`config.mk`:
```
export PLATFORM = sky130hd
export DESIGN_NAME = issue_unit
export DESIGN_NICKNAME = d
export VERILOG_FILES = /design/src/rtl/issue_unit_pkg.sv /design/src/rtl/issue_unit_regfile.sv /design/src/rtl/issue_unit.sv
export SDC_FILE = /design/constraint.sdc
export NUM_CORES = 1
export LEC_CHECK = 0
export BUFFER_PORTS_ARGS = -buffer_cell sky130_fd_sc_hd__buf_2
export CAP_MARGIN = 25
export CORE_ASPECT_RATIO = 0.9
export CORE_MARGIN = 2
export CORE_UTILIZATION = 40
export CTS_CLUSTER_SIZE = 40
export DETAILED_ROUTE_END_ITERATION = 12
export GPL_ROUTABILITY_DRIVEN = 0
export SYNTH_ARGS = -nofsm -noshare
export SYNTH_HDL_FRONTEND = slang
export SYNTH_SLANG_ARGS = --single-unit
```
`constraint.sdc`:
```
create_clock -name CLK -period 1.8 [get_ports CLK]
set_input_delay 0.18 -clock CLK [delete_from_list [all_inputs] [get_ports CLK]]
set_output_delay 0.18 -clock CLK [all_outputs]
set_load 0.02 [all_outputs]
```
`src/rtl/issue_unit_pkg.sv`:
```
// Shared definitions for the issue unit and the arithmetic unit it drives:
// opcode/operand-select encodings, instruction field layout and FSM states.
package issue_unit_pkg;

  localparam int XLEN   = 32;
  localparam int REG_AW = 3;

  // Instruction field positions (LSB of each field)
  localparam int OP_LSB   = 30;
  localparam int MOVI_LSB = 28;
  localparam int RD_LSB   = 25;
  localparam int RA_LSB   = 22;
  localparam int RB_LSB   = 19;
  localparam int RSVD_LSB = 16;
  localparam int IMM_LSB  = 0;

  typedef enum logic [1:0] {
    OP_ADD = 2'd0,
    OP_SUB = 2'd1,
    OP_MUL = 2'd2,
    OP_DIV = 2'd3
  } op_e;

  typedef enum logic [1:0] {
    MOVI_REG_B = 2'd0,
    MOVI_MEM   = 2'd1,
    MOVI_IMM   = 2'd2,
    MOVI_ZERO  = 2'd3
  } movi_e;

  typedef enum logic [1:0] {
    ST_IDLE  = 2'd0,
    ST_ISSUE = 2'd1,
    ST_WAIT  = 2'd2
  } state_e;

  typedef struct packed {
    op_e                op;
    movi_e              movi;
    logic [REG_AW-1:0]  rd;
    logic [REG_AW-1:0]  ra;
    logic [REG_AW-1:0]  rb;
    logic [2:0]         rsvd;
    logic [15:0]        imm;
  } instr_t;

  function automatic logic [XLEN-1:0] sext_imm(input logic [15:0] imm);
    return {{(XLEN-16){imm[15]}}, imm};
  endfunction

endpackage

```
`src/rtl/issue_unit_regfile.sv`:
```
// Architectural register file: one write port, two operand read ports and a
// debug read port. Row 0 has no storage and always reads as zero.
module regfile
  import issue_unit_pkg::*;
#(
  parameter int NREGS = 8
) (
  input  logic              CLK,
  input  logic              RST_N,
  input  logic              we,
  input  logic [REG_AW-1:0] waddr,
  input  logic [XLEN-1:0]   wdata,
  input  logic [REG_AW-1:0] ra_addr,
  output logic [XLEN-1:0]   ra_data,
  input  logic [REG_AW-1:0] rb_addr,
  output logic [XLEN-1:0]   rb_data,
  input  logic [REG_AW-1:0] dbg_addr,
  output logic [XLEN-1:0]   dbg_data
);

  logic [XLEN-1:0] rows [NREGS];

  assign rows[0] = '0;

  genvar gi;
  generate
    for (gi = 1; gi < NREGS; gi++) begin : g_row
      logic [XLEN-1:0] q_reg;

      always_ff @(posedge CLK or negedge RST_N) begin
        if (!RST_N) begin
          q_reg <= '0;
        end else if (we && (waddr == REG_AW'(gi))) begin
          q_reg <= wdata;
        end
      end

      assign rows[gi] = q_reg;
    end
  endgenerate

  // Addresses beyond the implemented rows read as zero
  assign ra_data  = (int'(ra_addr)  < NREGS) ? rows[ra_addr]  : '0;
  assign rb_data  = (int'(rb_addr)  < NREGS) ? rows[rb_addr]  : '0;
  assign dbg_data = (int'(dbg_addr) < NREGS) ? rows[dbg_addr] : '0;

endmodule

```
`src/rtl/issue_unit.sv`:
```
// Single-issue front end: accepts one instruction, hands latched operands to
// the arithmetic unit, waits (bounded) for the result and retires it.
module issue_unit
  import issue_unit_pkg::*;
#(
  parameter int NREGS   = 8,
  parameter int TIMEOUT = 8
) (
  input  logic        CLK,
  input  logic        RST_N,
  input  logic        IN_VALID,
  output logic        IN_READY,
  input  logic [31:0] IN_INSTR,
  input  logic [31:0] IN_MEM,
  output logic        AU_ACT,
  output logic [1:0]  AU_OP_CODE,
  output logic [1:0]  AU_MOVI,
  output logic [31:0] AU_REG_A,
  output logic [31:0] AU_REG_B,
  output logic [31:0] AU_MEM,
  output logic [31:0] AU_IMM,
  input  logic [31:0] AU_DATA,
  input  logic        AU_DATA_VALID,
  output logic        WB_VALID,
  output logic [2:0]  WB_ADDR,
  output logic [31:0] WB_DATA,
  output logic        ERR,
  input  logic [2:0]  DBG_ADDR,
  output logic [31:0] DBG_DATA
);

  localparam int CNT_W = (TIMEOUT < 2) ? 1 : $clog2(TIMEOUT);

  instr_t            instr;
  logic              unused_rsvd;

  state_e            state_reg, state_next;
  logic [CNT_W-1:0]  wait_cnt_reg, wait_cnt_next;
  logic              accept, capture, timeout;

  op_e               op_reg;
  movi_e             movi_reg;
  logic [REG_AW-1:0] rd_reg;
  logic [XLEN-1:0]   reg_a_reg, reg_b_reg, mem_reg, imm_reg;

  logic              wb_valid_reg;
  logic [REG_AW-1:0] wb_addr_reg;
  logic [XLEN-1:0]   wb_data_reg;
  logic              err_reg;

  logic [XLEN-1:0]   rf_ra_data, rf_rb_data;

  assign instr       = instr_t'(IN_INSTR);
  assign unused_rsvd = ^instr.rsvd;

  regfile #(
    .NREGS(NREGS)
  ) u_regfile (
    .CLK      (CLK),
    .RST_N    (RST_N),
    .we       (capture),
    .waddr    (rd_reg),
    .wdata    (AU_DATA),
    .ra_addr  (instr.ra),
    .ra_data  (rf_ra_data),
    .rb_addr  (instr.rb),
    .rb_data  (rf_rb_data),
    .dbg_addr (DBG_ADDR),
    .dbg_data (DBG_DATA)
  );

  always_comb begin
    state_next    = state_reg;
    wait_cnt_next = wait_cnt_reg;
    accept        = 1'b0;
    capture       = 1'b0;
    timeout       = 1'b0;
    case (state_reg)
      ST_IDLE: begin
        if (IN_VALID) begin
          accept     = 1'b1;
          state_next = ST_ISSUE;
        end
      end
      ST_ISSUE: begin
        state_next    = ST_WAIT;
        wait_cnt_next = '0;
      end
      ST_WAIT: begin
        if (AU_DATA_VALID) begin
          capture    = 1'b1;
          state_next = ST_IDLE;
        end else if (wait_cnt_reg == CNT_W'(TIMEOUT - 1)) begin
          // This is the TIMEOUT-th empty WAIT cycle: abandon the instruction
          timeout       = 1'b1;
          wait_cnt_next = '0;
          state_next    = ST_IDLE;
        end else begin
          wait_cnt_next = wait_cnt_reg + 1'b1;
        end
      end
      default: state_next = ST_IDLE;
    endcase
  end

  always_ff @(posedge CLK or negedge RST_N) begin
    if (!RST_N) begin
      state_reg    <= ST_IDLE;
      wait_cnt_reg <= '0;
    end else begin
      state_reg    <= state_next;
      wait_cnt_reg <= wait_cnt_next;
    end
  end

  // Operands are captured once at acceptance and held for the whole flight
  always_ff @(posedge CLK or negedge RST_N) begin
    if (!RST_N) begin
      op_reg    <= OP_ADD;
      movi_reg  <= MOVI_REG_B;
      rd_reg    <= '0;
      reg_a_reg <= '0;
      reg_b_reg <= '0;
      mem_reg   <= '0;
      imm_reg   <= '0;
    end else if (accept) begin
      op_reg    <= instr.op;
      movi_reg  <= instr.movi;
      rd_reg    <= instr.rd;
      reg_a_reg <= rf_ra_data;
      reg_b_reg <= rf_rb_data;
      mem_reg   <= IN_MEM;
      imm_reg   <= sext_imm(instr.imm);
    end
  end

  always_ff @(posedge CLK or negedge RST_N) begin
    if (!RST_N) begin
      wb_valid_reg <= 1'b0;
      wb_addr_reg  <= '0;
      wb_data_reg  <= '0;
      err_reg      <= 1'b0;
    end else begin
      wb_valid_reg <= capture;
      if (capture) begin
        wb_addr_reg <= rd_reg;
        wb_data_reg <= AU_DATA;
      end
      if (timeout) begin
        err_reg <= 1'b1;
      end
    end
  end

  assign IN_READY   = (state_reg == ST_IDLE);
  assign AU_ACT     = (state_reg == ST_ISSUE);
  assign AU_OP_CODE = op_reg;
  assign AU_MOVI    = movi_reg;
  assign AU_REG_A   = reg_a_reg;
  assign AU_REG_B   = reg_b_reg;
  assign AU_MEM     = mem_reg;
  assign AU_IMM     = imm_reg;
  assign WB_VALID   = wb_valid_reg;
  assign WB_ADDR    = wb_addr_reg;
  assign WB_DATA    = wb_data_reg;
  assign ERR        = err_reg;

endmodule

```
After elaboration in Yosys (flattened, before gate mapping)
Index checks and enable logic that the tools add are counted.
{"block": "op_classes", "addsub": 1, "order_cmp": 3, "eq_ne": 13, "n_mux": 23, "bitwise": 3, "reduce_logical": 11}
{"op": "32-bit binary-select mux with 3-bit select", "count": 3}
{"op": "32-bit 2-to-1 mux", "count": 6}
{"op": "3-bit equality test (second input constant)", "count": 5}
{"op": "4-bit greater-or-equal comparator (second input constant)", "count": 3}
{"op": "3-bit inverter with 4-bit output", "count": 3}
{"op": "1-bit logical AND", "count": 7}
{"op": "1-bit 2-to-1 mux", "count": 7}
{"op": "3-bit by 2-bit equality test with 1-bit output (second input constant)", "count": 2}
{"op": "2-bit 2-to-1 mux", "count": 3}
{"op": "3-bit 2-to-1 mux", "count": 2}
{"op": "2-bit one-hot mux with 3 select lines", "count": 1}
{"op": "3-bit one-hot mux with 2 select lines", "count": 1}
{"op": "2-bit inequality test (second input constant)", "count": 2}
{"op": "2-bit AND reduction", "count": 2}
{"op": "3-bit by 1-bit adder with 3-bit output (second input constant)", "count": 1}
{"op": "3-bit by 1-bit equality test with 1-bit output (second input constant)", "count": 1}
{"op": "3-bit inequality test (second input constant)", "count": 1}
{"op": "2-bit by 1-bit equality test with 1-bit output (second input constant)", "count": 1}
{"op": "2-bit equality test (second input constant)", "count": 1}
{"op": "2-bit zero test", "count": 1}
{"op": "2-bit nonzero test", "count": 1}
{"block": "word_totals", "reg_bits": 385, "inputBits": 103, "elab_cells": 74}

Depth between registers and ports, before layout
Gate-level depths: netlist of run 1.
{"block": "logic_depth", "word_depth": 4, "depth_mapped": 8, "depth_no_buf": 5}

By module
A second synthesis of run 1 with hierarchy kept.
{"block": "unflattened", "hier_cells": 1498, "hier_area_um2": 20766.2}
{"mod": "regfile", "instances": 1, "cells_per_inst": 1129, "area_each_um2": 14187.4, "seq_area_each_um2": 5605.4}
{"mod": "issue_unit", "instances": 1, "cells_per_inst": 369, "area_each_um2": 6578.8, "seq_area_each_um2": 4028.9}

Worst setup path after synthesis of run 1
No wires, ideal clock.
{"block": "synth_timing", "path_type": "register to register", "startpoint": "register state_reg[0]", "endpoint": "register imm_reg[10], in the netlist AU_IMM[10]", "arrival_ns": 1.875, "t_required_ns": 1.675, "slack_ns": -0.200, "path_stages_with_launch": 8, "path_buffers": 4, "period_less_slack_ns": 2.000, "cell_sequence": "dfrtp_1 -> clkbuf_1 -> nor2_1 -> and2_1 -> clkbuf_1 -> buf_2 -> buf_2 -> mux2_2"}
{"block": "synth_via", "elab_chain_cells": 2}
{"element": "start: declaration", "line_no": "issue_unit.sv:37", "text": "state_e state_reg, state_next;"}
{"element": "start signal: assignment", "line_no": "issue_unit.sv:111", "text": "state_reg <= state_next;"}
{"element": "2-bit zero test"}
{"element": "named net IN_READY", "line_no": "issue_unit.sv:12", "text": "output logic IN_READY,"}
{"element": "1-bit 2-to-1 mux", "line_no": "issue_unit.sv:78", "text": "case (state_reg)"}
{"element": "end signal: assignment", "line_no": "issue_unit.sv:133", "text": "imm_reg <= sext_imm(instr.imm);"}
{"element": "end: declaration", "line_no": "issue_unit.sv:44", "text": "logic [XLEN-1:0] reg_a_reg, reg_b_reg, mem_reg, imm_reg;"}
The timed path passes the listed nets, and every way through them passes these cells.
A chain may end at the register's enable or synchronous reset.

Final worst setup path of run 1
{"block": "layout_timing", "startpoint": "register u_regfile.g_row[7].q_reg[19]", "endpoint": "output port DBG_DATA[19]"}
{"block": "layout_via", "elab_chain_cells": 3}
{"element": "start: declaration", "line_no": "issue_unit_regfile.sv:28", "text": "logic [XLEN-1:0] q_reg;"}
{"element": "start signal: assignment", "line_no": "issue_unit_regfile.sv:34", "text": "q_reg <= wdata;"}
{"element": "32-bit binary-select mux with 3-bit select", "line_no": "issue_unit_regfile.sv:45", "text": "assign dbg_data = (int'(dbg_addr) < NREGS) ? rows[dbg_addr] : '0;"}
{"element": "32-bit 2-to-1 mux (implied by the code) (2 in a row)", "line_no": "issue_unit_regfile.sv:45"}
{"element": "end: declaration", "line_no": "issue_unit.sv:29", "text": "output logic [31:0] DBG_DATA"}
No other way between the ends. The select of a mux whose other input is x is not followed.

==> results of run 1 <==
## timing repair
action,4_1_cts,5_1_grt
gates resized for setup,97,134
gates cloned,2,14
pin swaps,3,7
setup endpoints to repair,42,245
hold endpoints to repair,678,0
hold buffers,88,0
buffers inserted,97,42
## logic make-up after synthesis
family,synth area share
mux,0.3431
simple gates,0.02483
fa+ha+maj,0.001280
buf+inv,0.03520
flops,0.4928
compound gates,0.1028
## how the worst max path moves through the flow
stage | cells past startpoint | startpoint | to | slack (ns)
after floorplan | 5 | state_reg[0]$_DFFE_PN0P_ | u_regfile.g_row[4].q_reg[10]$_DFFE_PN0P_ | -0.06
after global placement | 5 | IN_INSTR[19] | AU_REG_B[15]$_DFFE_PN0P_ | -0.31
after detailed placement | 8 | DBG_ADDR[0] | DBG_DATA[15] | -0.11
after CTS | 5 | u_regfile.g_row[7].q_reg[19]$_DFFE_PN0P_ | DBG_DATA[19] | -0.26
after global routing | 5 | u_regfile.g_row[7].q_reg[19]$_DFFE_PN0P_ | DBG_DATA[19] | -0.31
final | 5 | u_regfile.g_row[7].q_reg[19]$_DFFE_PN0P_ | DBG_DATA[19] | -0.23
## worst max-delay path: cells and delay by family (launching register included)
| family | cells | cell delay [ns] |
|---|---|---|
| compound gates | 1 | 0.06 |
| mux | 1 | 0.47 |
| simple gates | 1 | 0.07 |
| buf+inv | 2 | 0.29 |
| flops | 1 | 0.39 |
## layer usage
| layer | up-vias | part of all wire |
|---|---|---|
| met5 | - | 0 |
| met4 | 0 | 0.027 |
| met3 | 119 | 0.084 |
| met2 | 757 | 0.46 |
| met1 | 7926 | 0.43 |
| li1 | 6781 | - |
## power by group through the flow
stage          registers [mW]  logic, mW  clock network [mW]
2_1_floorplan            17.6       9.38                   0
3_3_place_gp             16.2       16.3                   0
3_5_place_dp             16.4       16.5                   0
4_1_cts                  15.9       19.0                8.91
5_1_grt                  16.5       22.0                9.31
6_report                 16.0       20.6                8.69
## per-stage QoR
step / power, mW / hold slack, ns / setup TNS [ns] / util / worst slack [ns]
after floorplan: 27.00 / -0.1156 / -4.899 / - / -0.05786
after global placement: 32.49 / 0.07183 / -7.431 / 0.4725 / -0.3131
after detailed placement: 32.88 / 0.06927 / -0.7470 / 0.4727 / -0.1087
after CTS: 43.72 / 0.006839 / -7.563 / 0.5404 / -0.2635
after global routing: 47.79 / 0.02401 / -14.15 / 0.5644 / -0.3118
final: 45.29 / 0.01092 / -5.067 / 0.5644 / -0.2348
## area by class of cell
cell class,count,area share
multi-input combinational,968,0.3629
tap,624,0.02881
inverter,2,0.0002770
clock buffer,67,0.04792
sequential,385,0.3556
clock inverter,9,0.002954
timing repair buffer,648,0.2015
## cells in the final DEF (no fill, tap or decap), types with 11 or more instances in the layout
cell type                       count
sky130_fd_sc_hd__a211oi_1          20
sky130_fd_sc_hd__a22oi_1           38
sky130_fd_sc_hd__buf_4            184
sky130_fd_sc_hd__buf_2            274
sky130_fd_sc_hd__nand2_1           19
sky130_fd_sc_hd__o21ai_2           11
sky130_fd_sc_hd__a221oi_1          31
sky130_fd_sc_hd__clkbuf_16         56
sky130_fd_sc_hd__a21oi_1           55
sky130_fd_sc_hd__o22a_1            32
sky130_fd_sc_hd__clkbuf_1          13
sky130_fd_sc_hd__nor2_1            45
sky130_fd_sc_hd__mux2i_1          148
sky130_fd_sc_hd__o21ai_0           12
sky130_fd_sc_hd__buf_6             29
sky130_fd_sc_hd__buf_12            53
sky130_fd_sc_hd__o221ai_1          32
sky130_fd_sc_hd__nand2_2           20
sky130_fd_sc_hd__mux4_2            32
sky130_fd_sc_hd__dfrtp_1          381
sky130_fd_sc_hd__mux2_4           118
sky130_fd_sc_hd__dlygate4sd3_1     88
sky130_fd_sc_hd__o22ai_1           31
sky130_fd_sc_hd__mux2_2           266
==> summary.md, run 1 <==
* run status: finished, violations left
* violated checks: negative setup slack
* VDD IR-drop max: 1.037 mV
* placed instance area: 0.02270 mm²
* count of flip-flops with a built-in enable after synthesis: 0
* worst r2r src: state_reg[0]$_DFFE_PN0P_
* buffer type at the clock tree root: sky130_fd_sc_hd__clkbuf_16
* post-route non-filler standard cell count: 2,703
* unique cell type count in the Yosys netlist: 41
* post-layout worst setup margin: -0.2348 ns
* summed instance area of the synthesized netlist: 0.01955 mm²
* Slew Limit Headroom: 0.3040
* final count of pins violating max slew: 0
* Hold Path End: u_regfile.g_row[7].q_reg[17]$_DFFE_PN0P_
* post-DR wirelength/cell: 24.14 µm
* highest net fanout along the worst path: 3
* reported net switching power: 16.52 mW
* DRC violation total after the first TritonRoute iteration: 1,224
* Reg-to-Reg End: u_regfile.g_row[3].q_reg[2]$_DFFE_PN0P_
* kind of end point of the critical path: primary output
* all-layer global routing usage: 0.2462
* HP Class: input pin to register
* Chip Width: 237.0 µm
* reported max-cap violation count: 0
* number of DRC violations after detailed routing: 0
* peak clock frequency supported by timing: 491.5 MHz
* most used standard cell by instance count after synthesis: sky130_fd_sc_hd__dfrtp_1
* grt total ovfl: 0
* Site Rows: 76
* Placed Cells: 2,391
* Main synth FF type: sky130_fd_sc_hd__dfrtp_1
* critical path startpoint category: register
* combined flip-flop and latch cell area: 0.009639 mm²
* cell taking the most area after synthesis: sky130_fd_sc_hd__dfrtp_1
* register-to-register path setup slack: -0.02 ns
* remaining antenna violation count after routing: 0
* met3 Track Usage GR: 0.05523
* main area contributors after synthesis: sky130_fd_sc_hd__dfrtp_1 49%, sky130_fd_sc_hd__mux2_2 20%, sky130_fd_sc_hd__mux2i_1 7.6%
* worst endpoint required time: 1.62 ns
* layout cells sized above 1: 0.5305
* final clock period utilization by the worst path: 1.130
* Crit path arrival time: 1.85 ns
* proportion of power drawn by combinational gates: 0.455
* final design instance area without fill: 0.02710 mm²
* first-pass GRT wire length: 95,550 µm
* launch point of the worst hold path: AU_DATA[17]
* area of the core region: 0.04802 mm²
* multi-input gate area in the final layout: 0.009836 mm²
* final clock skew: 0.01993 ns
* Antenna Diode Count: 0
* list of most frequent post-synthesis cells: 385 x sky130_fd_sc_hd__dfrtp_1, 352 x sky130_fd_sc_hd__mux2_2, 148 x sky130_fd_sc_hd__mux2i_1
* maximum buffer depth of the clock tree: 3
* area enclosed by the die boundary: 0.05066 mm²
* Pre-antenna DRT Iters: 6
* nets in the synthesized netlist: 1,603
* dpl hpwl: 38,880 µm
* top-area cell type share of the netlist area: 0.4928
* internal power contribution: 28.78 mW
* # H-tree levels: 2
* fillcell total: 3,890
* transition time at the pin with the least slew margin: 1.039 ns
* Seq cells post-synth: 385
* Hold Violations, Final: 0
* Setup CP Type: register to primary output
* number of cell instances on the worst register-to-register path: 7
* pin count of the biggest net entering global routing: 83
* number of setup violations in the final report: 57
* die height: 213.7 µm
* final critical delay including setup and external delays: 2.035 ns
* Cell Pwr Density: 1671 mW/mm²
* Pleak: 12.58 nW
* Port-buffer cells: 302
* RSZ-0062 raised after global routing: yes
* final-stage net count: 2,154
* proportion of synthesized flip-flops having asynchronous set or reset: 1.000
* sequential-to-total area share from yosys stat: 0.4928
* cells along the critical path: mux4_2 > nand2_1 > o21ai_1 > buf_4 > buf_6
* Max stage delay on crit path: 0.47 ns
* via/cell ratio: 5.765
* total clock buffers created by CTS: 44
* share of total power in the clock network: 0.192
* post-synthesis instance total: 1,498
* slowest cell on the critical path: sky130_fd_sc_hd__mux4_2
* TritonCTS sink count: 385
* flip-flop count of the largest register, all copies and words added: 224
* layout overhead on the synthesized area: 38.65%
* vias in the first global route: 15.91k
* CTS clock-pin slew for the worst setup and hold paths: 0.06 ns
* GR Util met2: 0.3925
* total vias in the final route: 15.58k
* number of top-level pins: 306
* share of power burned in registers: 0.353
* GR Util met1: 0.3336
* YS warnings: 0
* post-synthesis area per instance: 13.05 µm²
* highest-utilization routing layer at the global route stage: met2
* insertion delay of the later-clocked pin in the worst-skew pair: 0.59 ns
* switching power as a share of total power: 0.3646
* Starting Density: 0.4071
* antenna violations before repair: 0
* Total Wirelength: 65,240 µm
* Hold Path Cell Cnt: 2
* TritonCTS clock tree: built
(Power assumes the default switching activity.)
==> run 2, diff against run 1 <==
--- a/config.mk
+++ b/config.mk
@@ -7,7 +7,6 @@
 export LEC_CHECK = 0
 export BUFFER_PORTS_ARGS = -buffer_cell sky130_fd_sc_hd__buf_2
 export CAP_MARGIN = 25
-export CORE_ASPECT_RATIO = 0.9
 export CORE_MARGIN = 2
 export CORE_UTILIZATION = 40
 export CTS_CLUSTER_SIZE = 40
==> constraint.sdc (replaced) <==
create_clock -name CLK -period 1.8 [get_ports CLK]
set_input_delay 0.27 -clock CLK [delete_from_list [all_inputs] [get_ports CLK]]
set_output_delay 0.27 -clock CLK [all_outputs]
set_load 0.02 [all_outputs]
==> summary.md, run 2 (synthesis results as in run 1) <==
* grt total ovfl: 0, unchanged
* area enclosed by the die boundary: 0.05066 mm², about the same
* vias in the first global route: 16.16k, +1.6%
* cells along the critical path: mux4_2 > nand2_1 > o21ai_1 > buf_4
* worst endpoint required time: 1.53 ns, -0.09 ns
* insertion delay of the later-clocked pin in the worst-skew pair: 0.58 ns, about the same
* Crit. path cell count: 4, -1
* share of power burned in registers: 0.335, -0.018
* number of top-level pins: 306, unchanged
* post-DR wirelength/cell: 25.10 µm, +4.0%
* number of cell instances on the worst register-to-register path: 6, -1
* total clock buffers created by CTS: 45, +2.3%
* die height: 225.1 µm, +5.3%
* final critical delay including setup and external delays: 2.063 ns, +0.02863 ns
* final clock period utilization by the worst path: 1.146, +0.01590
* first-pass GRT wire length: 96,640 µm, +1.1%
* Site Rows: 81, +6.6%
* layout overhead on the synthesized area: 43.17%
* RSZ-0062 raised after global routing: yes
* Pleak: 13.04 nW, +3.6%
* power consumption: 47.57 mW, +5.0%
* highest-utilization routing layer at the global route stage: met2
* VDD IR-drop max: 1.130 mV, +9.0%
* remaining antenna violation count after routing: 0, unchanged
* GR Util met1: 0.3302, -0.003341
* maximum buffer depth of the clock tree: 3, unchanged
* commonest non-fill, non-tap cells in the layout: 383 x sky130_fd_sc_hd__dfrtp_1, 263 x sky130_fd_sc_hd__buf_2, 216 x sky130_fd_sc_hd__mux2_2
* antenna violations before repair: 3, +3
* all-layer global routing usage: 0.2501, +0.003872
* Starting Density: 0.4027, -0.004396
* switching power as a share of total power: 0.3610, -0.003675
* DRC violation total after the first TritonRoute iteration: 1,205, -1.6%
* HP Class: input pin to register
* final-stage net count: 2,174, +0.93%
* critical path startpoint category: register
* share of total power in the clock network: 0.203, +0.011
* violated checks: negative setup slack
* Setup CP Type: register to primary output
* buffer and inverter count on the worst path: 1, -1
* TritonCTS clock tree: built
* CP delay by family, top: multiplexers
* Pre-antenna DRT Iters: 5, -1
* highest net fanout along the worst path: 4, +1
* pin count of the biggest net entering global routing: 69, -17%
* multi-input gate area in the final layout: 0.01009 mm², +2.6%
* slowest cell on the critical path: sky130_fd_sc_hd__mux4_2
* number of DRC violations after detailed routing: 0, unchanged
* combined flip-flop and latch cell area: 0.009637 mm², about the same
* Max stage delay on crit path: 0.48 ns, about the same
* post-layout worst setup margin: -0.2634 ns, -0.02863 ns
* Crit path arrival time: 1.79 ns, -0.06 ns
* reported net switching power: 17.17 mW, +4.0%
* Cell Pwr Density: 1700 mW/mm², +1.7%
* flip-flop count of the largest register, all copies and words added: 224, unchanged
* fillcell total: 3,865, -0.64%
* GR Util met2: 0.4068, +0.01432
* Total Wirelength: 68,530 µm, +5.0%
* area of the core region: 0.04855 mm², +1.1%
* peak clock frequency supported by timing: 484.6 MHz, -1.4%
* via/cell ratio: 5.772, +0.12%
* transition time at the pin with the least slew margin: 0.5093 ns, -0.5302 ns
* # H-tree levels: 2, unchanged
* Chip Width: 225.1 µm, -5.0%
* placed instance area: 0.02306 mm², +1.6%
* total vias in the final route: 15.76k, +1.1%
* most common cell after layout, fill and taps aside: sky130_fd_sc_hd__dfrtp_1
* Hold Path Cell Cnt: 2, unchanged
* tightest hold margin: 0.03708 ns, +0.02616 ns
* Port-buffer cells: 302, unchanged
* final clock skew: 0.007874 ns, -0.01206 ns
* kind of end point of the critical path: primary output
* proportion of power drawn by combinational gates: 0.463, +0.008
* internal power contribution: 30.40 mW, +5.6%
* layout cells sized above 1: 0.5589, +0.02834
* final design instance area without fill: 0.02799 mm², +3.3%
* TritonCTS sink count: 385, unchanged
* Hold Violations, Final: 0, unchanged
* Slew Limit Headroom: 0.6605, +0.3565
* run status: finished, violations left
* met3 Track Usage GR: 0.06284, +0.007616
* buffer type at the clock tree root: sky130_fd_sc_hd__clkbuf_16
* final count of pins violating max slew: 0, unchanged
* dpl hpwl: 40,170 µm, +3.3%
* number of setup violations in the final report: 82, +44%
* CTS clock-pin slew for the worst setup and hold paths: 0.06 ns, about the same
* reported max-cap violation count: 0, unchanged
run 2: changes by cell type in the layout (fill, tap and decap cells not counted), sizes merged:
cell,before,now
inv,4,3
diode,0,2
dlygate4sd3,88,57
bufinv,1,5
clkbuf,79,82
buf,548,595
clkinv,5,10
run 2: timing repair:
action / CTS / global route
endpoints found under the setup margin: 168 / 337
gates cloned: 4 / 21
hold buffers: 57 / 0
hold endpoints to repair: 149 / 0
buffers inserted: 113 / 38
pin swaps: 17 / 11
gates resized for setup: 140 / 170
run 2: path summary, 6_finish.rpt:
check,startpoint,end,slack [ns]
hold reg to reg,ERR$_DFFE_PN0P_,ERR$_DFFE_PN0P_,0.46
max in group asynchronous,RST_N,state_reg[1]$_DFFE_PN0P_,0.82
min in group asynchronous,RST_N,AU_MEM[14]$_DFFE_PN0P_,0.20
setup reg to reg,state_reg[0]$_DFFE_PN0P_,u_regfile.g_row[2].q_reg[21]$_DFFE_PN0P_,-0.12
setup / recovery,u_regfile.g_row[7].q_reg[27]$_DFFE_PN0P_,DBG_DATA[27],-0.26
hold / removal,AU_DATA[6],u_regfile.g_row[1].q_reg[6]$_DFFE_PN0P_,0.04
run 2: worst reg2reg max path: cells and delay by family (launching register included):
family / cells / cell delay [ns]
mux: 1 / 0.33
buf+inv: 2 / 0.32
flops: 1 / 0.38
simple gates: 3 / 0.79
run 2: through the flow:
| step | setup TNS, ns | std cells | utilization | setup slack [ns] |
|---|---|---|---|---|
| after global placement | -8.086 | 2416 | 0.4751 | -0.1341 |
| final | -10.16 | 2730 | 0.5765 | -0.2634 |
| after floorplan | -5.899 | 1498 | - | -0.05786 |
| after CTS | -13.63 | 2673 | 0.5478 | -0.2776 |
| after global routing | -20.35 | 2728 | 0.5764 | -0.3193 |
| after detailed placement | -9.932 | 2416 | 0.4751 | -0.1333 |
run 2: per-layer routing:
| layer | up-vias | share of wire |
|---|---|---|
| met5 | - | 0.00031 |
| met4 | 4 | 0.026 |
| met3 | 129 | 0.087 |
| met2 | 693 | 0.46 |
| met1 | 8104 | 0.42 |
| li1 | 6828 | - |
run 2: power groups by stage:
stage               Sequential, mW  Combinational (mW)  Clock (mW)
CTS                           15.7                19.6        9.83
floorplan                     17.6                9.43           0
global placement              16.0                16.5           0
finish                        15.9                22.0        9.64
global route                  16.4                23.5        10.2
detailed placement            16.3                16.7           0
run 2: area by class of cell:
| class | instances | share of cell area |
|---|---|---|
| Clock buffer | 67 | 0.04792 |
| Timing Repair Buffer | 667 | 0.2113 |
| Inverter | 2 | 0.0002682 |
| Sequential cell | 385 | 0.3443 |
| Antenna cell | 2 | 0.0001788 |
| Multi-Input combinational cell | 968 | 0.3605 |
| Clock inverter | 17 | 0.007734 |
| Tap cell | 622 | 0.02781 |
